==> config.mk <==
export PLATFORM = sky130hd
export DESIGN_NAME = seq_alu
export DESIGN_NICKNAME = d
export VERILOG_FILES = /design/src/rtl/seq_alu_pkg.sv /design/src/rtl/seq_alu_iter.sv /design/src/rtl/seq_alu.sv
export SDC_FILE = /design/constraint.sdc
export NUM_CORES = 1
export LEC_CHECK = 0
export ABC_CLOCK_PERIOD_IN_PS = 2200
export CORE_UTILIZATION = 57
export DETAILED_ROUTE_END_ITERATION = 8
export GPL_TIMING_DRIVEN = 1
export PLACE_DENSITY_LB_ADDON = 0.08
export RECOVER_POWER = 100
export SLEW_MARGIN = 20
export SYNTH_ARGS = -nofsm -noshare
export SYNTH_HDL_FRONTEND = slang
export SYNTH_SLANG_ARGS = --single-unit
==> constraint.sdc <==
create_clock -name clk -period 2.2 [get_ports clk]
set_input_delay 0.44 -clock clk [delete_from_list [all_inputs] [get_ports clk]]
set_output_delay 0.44 -clock clk [all_outputs]
set_load 0.005 [all_outputs]
==> src/rtl/seq_alu_pkg.sv <==
// rtl/seq_alu_pkg.sv - opcodes, FSM states and flag indices shared by seq_alu and its datapath
package seq_alu_pkg;

    localparam logic [3:0] OP_MUL  = 4'h3;
    localparam logic [3:0] OP_ADD  = 4'h4;
    localparam logic [3:0] OP_SUB  = 4'h5;
    localparam logic [3:0] OP_OR   = 4'h6;
    localparam logic [3:0] OP_AND  = 4'h7;
    localparam logic [3:0] OP_XOR  = 4'h8;
    localparam logic [3:0] OP_SHR  = 4'h9;
    localparam logic [3:0] OP_MOV  = 4'hA;
    localparam logic [3:0] OP_EXCH = 4'hB;
    localparam logic [3:0] OP_CMP  = 4'hC;
    localparam logic [3:0] OP_SET  = 4'hD;
    localparam logic [3:0] OP_CLR  = 4'hE;

    localparam int FLAG_Z = 2;
    localparam int FLAG_N = 1;
    localparam int FLAG_C = 0;

    typedef enum logic [1:0] {
        S_IDLE  = 2'd0,
        S_SHIFT = 2'd1,
        S_MUL   = 2'd2,
        S_DONE  = 2'd3
    } state_t;

endpackage

==> src/rtl/seq_alu_iter.sv <==
// rtl/seq_alu_iter.sv - iterative SHR / shift-add MUL datapath (MUL under SEQ_ALU_MUL_EN)
module seq_alu_iter #(
    parameter int WIDTH   = 16,
    parameter int SHAMT_W = $clog2(WIDTH)
) (
    input  logic               clk,
    input  logic               rst_n,
    input  logic               start,
`ifdef SEQ_ALU_MUL_EN
    input  logic               mul,
    input  logic [WIDTH-1:0]   b,
    output logic [WIDTH-1:0]   res_hi,
`endif
    input  logic [WIDTH-1:0]   a,
    input  logic [SHAMT_W-1:0] shamt,
    output logic               done,
    output logic [WIDTH-1:0]   res_lo,
    output logic               last_out
);

    localparam int CNT_W = $clog2(WIDTH + 1);

    logic [CNT_W-1:0] cnt;
    logic [WIDTH-1:0] lo;

    // res_lo/res_hi are the values after the current step, so the top can
    // capture the final result on the same edge that finishes the count.
`ifdef SEQ_ALU_MUL_EN
    logic             mode_mul;
    logic [WIDTH-1:0] hi;
    logic [WIDTH-1:0] mcand;
    logic [WIDTH:0]   psum;

    assign psum   = {1'b0, hi} + (lo[0] ? {1'b0, mcand} : '0);
    assign res_hi = psum[WIDTH:1];
    assign res_lo = mode_mul ? {psum[0], lo[WIDTH-1:1]} : {1'b0, lo[WIDTH-1:1]};
`else
    assign res_lo = {1'b0, lo[WIDTH-1:1]};
`endif

    assign last_out = lo[0];
    assign done     = (cnt == CNT_W'(1));

    always_ff @(posedge clk or negedge rst_n) begin
        if (!rst_n) begin
            cnt <= '0;
            lo  <= '0;
`ifdef SEQ_ALU_MUL_EN
            hi       <= '0;
            mcand    <= '0;
            mode_mul <= 1'b0;
`endif
        end else if (start) begin
`ifdef SEQ_ALU_MUL_EN
            mode_mul <= mul;
            hi       <= '0;
            mcand    <= a;
            cnt      <= mul ? CNT_W'(WIDTH) : CNT_W'(shamt);
            lo       <= mul ? b : a;
`else
            cnt <= CNT_W'(shamt);
            lo  <= a;
`endif
        end else if (cnt != '0) begin
            cnt <= cnt - CNT_W'(1);
            lo  <= res_lo;
`ifdef SEQ_ALU_MUL_EN
            hi  <= res_hi;
`endif
        end
    end

endmodule

==> src/rtl/seq_alu.sv <==
// rtl/seq_alu.sv - multi-cycle ALU with handshake and flag register; SEQ_ALU_MUL_EN adds opcode 3 MUL
module seq_alu
    import seq_alu_pkg::*;
#(
    parameter int WIDTH   = 16,
    parameter int SHAMT_W = $clog2(WIDTH)
) (
    input  logic             clk,
    input  logic             rst_n,
    input  logic             in_valid,
    output logic             in_ready,
    input  logic [3:0]       opcode,
    input  logic [2:0]       flag_mask,
    input  logic [WIDTH-1:0] a_in,
    input  logic [WIDTH-1:0] b_in,
    output logic             out_valid,
    input  logic             out_ready,
    output logic [WIDTH-1:0] res_a,
    output logic [WIDTH-1:0] res_b,
    output logic             z_flag,
    output logic             n_flag,
    output logic             c_flag
);

    state_t           state;
    logic [2:0]       flags;
    logic [WIDTH:0]   sum;
    logic [WIDTH:0]   diff;
    logic [WIDTH-1:0] nxt_a;
    logic [WIDTH-1:0] nxt_b;
    logic [2:0]       nxt_flags;
    logic             is_shr;
    logic             is_mul;
    logic             iter_start;
    logic             iter_done;
    logic             iter_last;
    logic [WIDTH-1:0] iter_lo;

    function automatic logic [2:0] arith_flags(input logic [WIDTH-1:0] r, input logic c);
        return {r == '0, r[WIDTH-1], c};
    endfunction

    assign sum  = {1'b0, a_in} + {1'b0, b_in};
    assign diff = {1'b0, a_in} - {1'b0, b_in};

    always_comb begin
        nxt_a     = a_in;
        nxt_b     = b_in;
        nxt_flags = flags;
        case (opcode)
            OP_ADD: begin
                nxt_a     = sum[WIDTH-1:0];
                nxt_flags = arith_flags(sum[WIDTH-1:0], sum[WIDTH]);
            end
            OP_SUB: begin
                nxt_a     = diff[WIDTH-1:0];
                nxt_flags = arith_flags(diff[WIDTH-1:0], diff[WIDTH]);
            end
            OP_CMP:  nxt_flags = arith_flags(diff[WIDTH-1:0], diff[WIDTH]);
            OP_OR: begin
                nxt_a     = a_in | b_in;
                nxt_flags = arith_flags(a_in | b_in, 1'b0);
            end
            OP_AND: begin
                nxt_a     = a_in & b_in;
                nxt_flags = arith_flags(a_in & b_in, 1'b0);
            end
            OP_XOR: begin
                nxt_a     = a_in ^ b_in;
                nxt_flags = arith_flags(a_in ^ b_in, 1'b0);
            end
            OP_MOV:  nxt_b = a_in;
            OP_EXCH: begin
                nxt_a = b_in;
                nxt_b = a_in;
            end
            OP_SET:  nxt_flags = flags | flag_mask;
            OP_CLR:  nxt_flags = flags & ~flag_mask;
            default: ;
        endcase
    end

    // SHR by zero takes the single-cycle path and falls through as a pass-through.
    assign is_shr = (opcode == OP_SHR) && (b_in[SHAMT_W-1:0] != '0);
`ifdef SEQ_ALU_MUL_EN
    assign is_mul = (opcode == OP_MUL);
`else
    assign is_mul = 1'b0;
`endif
    assign iter_start = (state == S_IDLE) && in_valid && (is_shr || is_mul);

`ifdef SEQ_ALU_MUL_EN
    logic [WIDTH-1:0] iter_hi;
`endif

    seq_alu_iter #(
        .WIDTH   (WIDTH),
        .SHAMT_W (SHAMT_W)
    ) u_iter (
        .clk      (clk),
        .rst_n    (rst_n),
        .start    (iter_start),
`ifdef SEQ_ALU_MUL_EN
        .mul      (is_mul),
        .b        (b_in),
        .res_hi   (iter_hi),
`endif
        .a        (a_in),
        .shamt    (b_in[SHAMT_W-1:0]),
        .done     (iter_done),
        .res_lo   (iter_lo),
        .last_out (iter_last)
    );

    always_ff @(posedge clk or negedge rst_n) begin
        if (!rst_n) begin
            state     <= S_IDLE;
            in_ready  <= 1'b1;
            out_valid <= 1'b0;
            res_a     <= '0;
            res_b     <= '0;
            flags     <= '0;
        end else begin
            case (state)
                S_IDLE: begin
                    if (in_valid) begin
                        in_ready <= 1'b0;
                        if (is_shr) begin
                            res_b <= b_in;
                            state <= S_SHIFT;
                        end else if (is_mul) begin
                            state <= S_MUL;
                        end else begin
                            res_a     <= nxt_a;
                            res_b     <= nxt_b;
                            flags     <= nxt_flags;
                            out_valid <= 1'b1;
                            state     <= S_DONE;
                        end
                    end
                end
                S_SHIFT: begin
                    if (iter_done) begin
                        res_a         <= iter_lo;
                        flags[FLAG_C] <= iter_last;
                        out_valid     <= 1'b1;
                        state         <= S_DONE;
                    end
                end
`ifdef SEQ_ALU_MUL_EN
                S_MUL: begin
                    if (iter_done) begin
                        res_a     <= iter_lo;
                        res_b     <= iter_hi;
                        flags     <= {(iter_lo == '0) && (iter_hi == '0),
                                      iter_hi[WIDTH-1], iter_hi != '0};
                        out_valid <= 1'b1;
                        state     <= S_DONE;
                    end
                end
`endif
                S_DONE: begin
                    if (out_ready) begin
                        out_valid <= 1'b0;
                        in_ready  <= 1'b1;
                        state     <= S_IDLE;
                    end
                end
                default: state <= S_IDLE;
            endcase
        end
    end

    assign z_flag = flags[FLAG_Z];
    assign n_flag = flags[FLAG_N];
    assign c_flag = flags[FLAG_C];

endmodule

==> out/metrics.csv, run 1 <==
metric,value,unit
outcome,stopped before the end,
lastStage,clock tree synthesis (4_1_cts),
toolErrorMsg,[ERROR DPL-0033] detailed placement checks failed during check placement.,
dp_hpwl,20370,um
synthArstFlopShare,100.0,%
gp_congestion,1.157,
cts_hold_buf,0,
ys_seq_elements,60,
ys.flop_type,dfrtp_1,
netlist_instances,800,
numCtsBuffers,9,
post_cts_buffers,50,
clk_path_buf_depth,2,
synth_edf_count,0,
std_cell_rows,37,
ios,80,
ys_warn_count,0,
cts_resized,284,
avgSynthCellArea,7.570,um^2
place_ws,-1.400,ns
synth-seq-area-share,24.81,%
htree_levels,3,
synth.distinct_cells,80,
cts-root-buf,clkbuf_8,
die_x,105.1,um
die_h,105.1,um
clkSinkCount,60,
syn-num-nets,896,
initial_core_util,58.66,%
syn_area,6056,um^2
numPortBuffers,79,
-- cells by family after synthesis --
| kind of cell | Yosys count | synth area share (%) |
|---|---|---|
| AND/OR/NAND/NOR | 271 | 21.28 |
| AO/OA/AOI/OAI | 265 | 29.24 |
| buffers and inverters | 110 | 7.107 |
| flip-flops | 60 | 24.81 |
| adder cells (fa/ha/maj) | 53 | 11.20 |
| XOR/XNOR | 21 | 3.037 |
| multiplexers | 20 | 3.326 |
-- synthesized netlist by cell type, types with 18 or more instances --
cell type  count  area, um^2
nor3_1        20       100.1
o21ai_0       49       245.2
nand2_1       71       266.5
ha_1          51       638.1
mux2i_1       19       190.2
a21oi_1       85       425.4
nor2_1        94       352.8
inv_1         54       202.7
clkbuf_1      41       153.9
xnor2_1       18       157.7
dfrtp_1       59        1476
a221oi_1      18       157.7
-- per-stage QoR --
| stage | hold slack (ns) | area [um^2] | setup TNS (ns) | std cells |
|---|---|---|---|---|
| 2_1_floorplan | 0.1444 | 6171 | -3.909 | 800 |
| 3_3_place_gp | 0.4667 | 8843 | -24.56 | 1213 |
| 3_5_place_dp | 0.4710 | 8843 | -26.56 | 1213 |
==> run 2: changes to the inputs <==
--- a/config.mk
+++ b/config.mk
@@ -6,10 +6,10 @@
 export NUM_CORES = 1
 export LEC_CHECK = 0
 export ABC_CLOCK_PERIOD_IN_PS = 2200
-export CORE_UTILIZATION = 57
+export CORE_UTILIZATION = 40
 export DETAILED_ROUTE_END_ITERATION = 8
 export GPL_TIMING_DRIVEN = 1
-export PLACE_DENSITY_LB_ADDON = 0.08
+export PLACE_DENSITY_LB_ADDON = 0.15
 export RECOVER_POWER = 100
 export SLEW_MARGIN = 20
 export SYNTH_ARGS = -nofsm -noshare
==> run 2 against run 1 <==
  * The flow now finishes, with violations (DRC, setup timing)
  * Area after synthesis unchanged
  * Synthesized cell count is the same
==> out/metrics.csv, run 2 <==
metric,value,unit
syn_area,6056,um^2
wire_per_inst,21.44,um
period_needed,2.809,ns
cts_tree,built,
die_h,125.0,um
synthMuxAreaShare,3.326,%
grt-ovfl-total,0,
synth.distinct_cells,80,
core,14640,um^2
p_leak,0.004694,uW
drt_drc_violations_left,8,
combPwrFrac,55.7,%
grt_max_degree,37,
arrival,3.08,ns
numPortBuffers,79,
netlist_instances,800,
cp_cell_sequence,buf_8 > buf_8 > inv_16 > ha_4 > inv_2 > fa_2 > nor2b_4 > o211ai_1 > nand3b_1 > buf_6 > a211oi_2 > xnor2_2 > buf_4 > nand4_1 > o41ai_2 > a21o_1,
clkSinkCount,60,
end_kind,flop,
mostFrequentLayoutCells,"buf_4, nor2_1, a21oi_1",
worst_path_max_delay_cell,fa_2,
final_common_cell,buf_4,
setup_viol,28,
crit_fanout,3,
drt_iter0_markers,822,
ant_nets,0,
synth_top_family_by_area,compound AO/OA/AOI/OAI gates,
violations,"DRC, setup timing",
max_freq,356.1,MHz
synth_edf_count,0,
period_share,127.7,%
avgSynthCellArea,7.570,um^2
timing.final.ws_setup,-0.6085,ns
drive_gt1_share,41.18,%
p_clk_share,20.6,%
holdWs,0.2523,ns
synth-seq-area-share,24.81,%
ys_seq_elements,60,
initial_core_util,41.35,%
yosys.area_share.simple,21.28,%
syn-num-nets,896,
hold_class,primary input to asynchronous set/reset pin,
rsz0062_at_grt,yes,
grt_use_total,36.48,%
fillerInstances,1129,
die_x,125.0,um
clkSlewWorstSetupHoldPaths,0.05,ns
worstPathRequired,2.47,ns
p_sw,3072,uW
relSlewSlack,33.01,%
ys_warn_count,0,
synthAdderAreaFrac,11.20,%
reg.largest.list,"res_a (16), res_b (16), u_iter.lo (16)",
synth_top_area_share,24.38,%
tightestPinTransition,1.005,ns
r2r_start,u_iter.cnt[2]$_DFFE_PN0P_,
final_nets,1242,
switching_share,40.00,%
max_stage_delay,0.33,ns
p_seq_share,23.7,%
dr.pass1.iters,7,
synth_xor_area_share,3.037,%
dp_hpwl,22010,um
synth_common_cells,"nor2_1, a21oi_1, nand2_1",
diodes,0,
maxSlewViolCount,0,
ios,80,
numCtsBuffers,9,
hold_violations,0,
yosysMostFrequentCell,nor2_1,
syn2layout_area_growth,72.87,%
synthArstFlopShare,100.0,%
synth_compound_area_share,29.24,%
cts-root-buf,clkbuf_16,
startpoint,a_in[0],
finalWirelength,28620,um
ir_drop,545.3,uV
grt_pass1_wl,43770,um
outcome,"finished, violations left",
ys.flop_type,dfrtp_1,
stdcell_count,1335,
skew,0.005273,ns
via_per_inst,5.873,
synth_area_leaders,"dfrtp_1, ha_1, a21oi_1, nor2_1, nand2_1",
clk_path_buf_depth,2,
num_vias,7840,
first_global_vias,7882,
worst_path_most_repeated_cell,buf_8,
synth_top_area_cell,dfrtp_1,
htree_levels,3,
clock_latency,0.34,ns
dpl.cell_count,1279,
gp_congestion,1.003,
powerDensity,733.5,nW/um^2
start_kind,primary input,
place_ws,-1.451,ns
std_cell_rows,44,
die_area,15640,um^2
critPathKind,primary input to flop,
p_int,4607,uW
antenna_found_initial,0,
drv_cap,0,
run 2: cell families (layout without fill, tap and decap cells):
| kind of cell | Yosys count | after routing |
|---|---|---|
| AO/OA/AOI/OAI | 265 | 265 |
| XOR/XNOR | 21 | 21 |
| adder cells (fa/ha/maj) | 53 | 53 |
| buffers and inverters | 110 | 461 |
| flip-flops | 60 | 60 |
| multiplexers | 20 | 20 |
| AND/OR/NAND/NOR | 271 | 271 |
run 2: timing repair:
action	CTS	global route
resized for setup	174	75
hold buffers	0	0
pin swaps	65	43
setup endpoints to repair	19	16
setup buffers	27	14
run 2: routing by layer:
metal | vias to the layer above | share of wire [%] | global-route usage (%)
met5 | - | 0 | 0
met4 | 0 | 4.9 | 18.94
met3 | 95 | 7.1 | 5.734
met2 | 389 | 46 | 59.38
met1 | 3747 | 41 | 46.80
li1 | 3609 | - | -
run 2: stage by stage:
| step | power, uW | area (um^2) | TNS (ns) | utilization [%] |
|---|---|---|---|---|
| after floorplan | 3623 | 6171 | -3.909 | - |
| after global placement | 5589 | 9064 | -23.98 | 61.89 |
| after global routing | 8095 | 10470 | -10.99 | 71.49 |
| after detailed placement | 5657 | 9064 | -24.59 | 61.89 |
| after CTS | 7567 | 10170 | -5.639 | 69.47 |
| final | 7679 | 10470 | -7.419 | 71.49 |
run 2: layout make-up:
cell class	count	area [um^2]	area share [%]
Sequential cell	60	1503	14.35
Clock inverter	7	100.1	0.9561
Clock buffer	9	225.2	2.151
Timing Repair Buffer	387	3167	30.25
Inverter	58	244.0	2.331
Multi-Input combinational cell	630	5000	47.76
Tap cell	184	230.2	2.199
run 2: power by group through the flow:
| stage | Sequential, uW | Clock [uW] | Combinational, uW |
|---|---|---|---|
| after floorplan | 1790 | 0 | 1830 |
| after global placement | 1820 | 0 | 3770 |
| after detailed placement | 1840 | 0 | 3820 |
| after CTS | 1830 | 1590 | 4140 |
| after global routing | 1870 | 1630 | 4590 |
| final | 1820 | 1580 | 4280 |
run 2: final timing paths:
kind | endpoint | slack, ns | cells after the start
hold reg to reg | res_a[2]$_DFFE_PN0P_ | 0.48 | 2
setup / recovery | flags[2]$_DFFE_PN0P_ | -0.61 | 16
hold / removal | flags[2]$_DFFE_PN0P_ | 0.25 | 1
max in group asynchronous | res_b[10]$_DFFE_PN0P_ | 0.45 | 2
min in group clk | res_a[2]$_DFFE_PN0P_ | 0.48 | 2
setup reg to reg | flags[0]$_DFFE_PN0P_ | 0.29 | 8
run 2: critical path: cells and delay by family:
kind	cells	cell delay [ns]
AO/OA/AOI/OAI	4	0.97
AND/OR/NAND/NOR	3	0.41
buffers and inverters	6	0.63
adder cells (fa/ha/maj)	2	0.45
XOR/XNOR	1	0.18
Note: power is estimated with default switching activity, not from simulation.
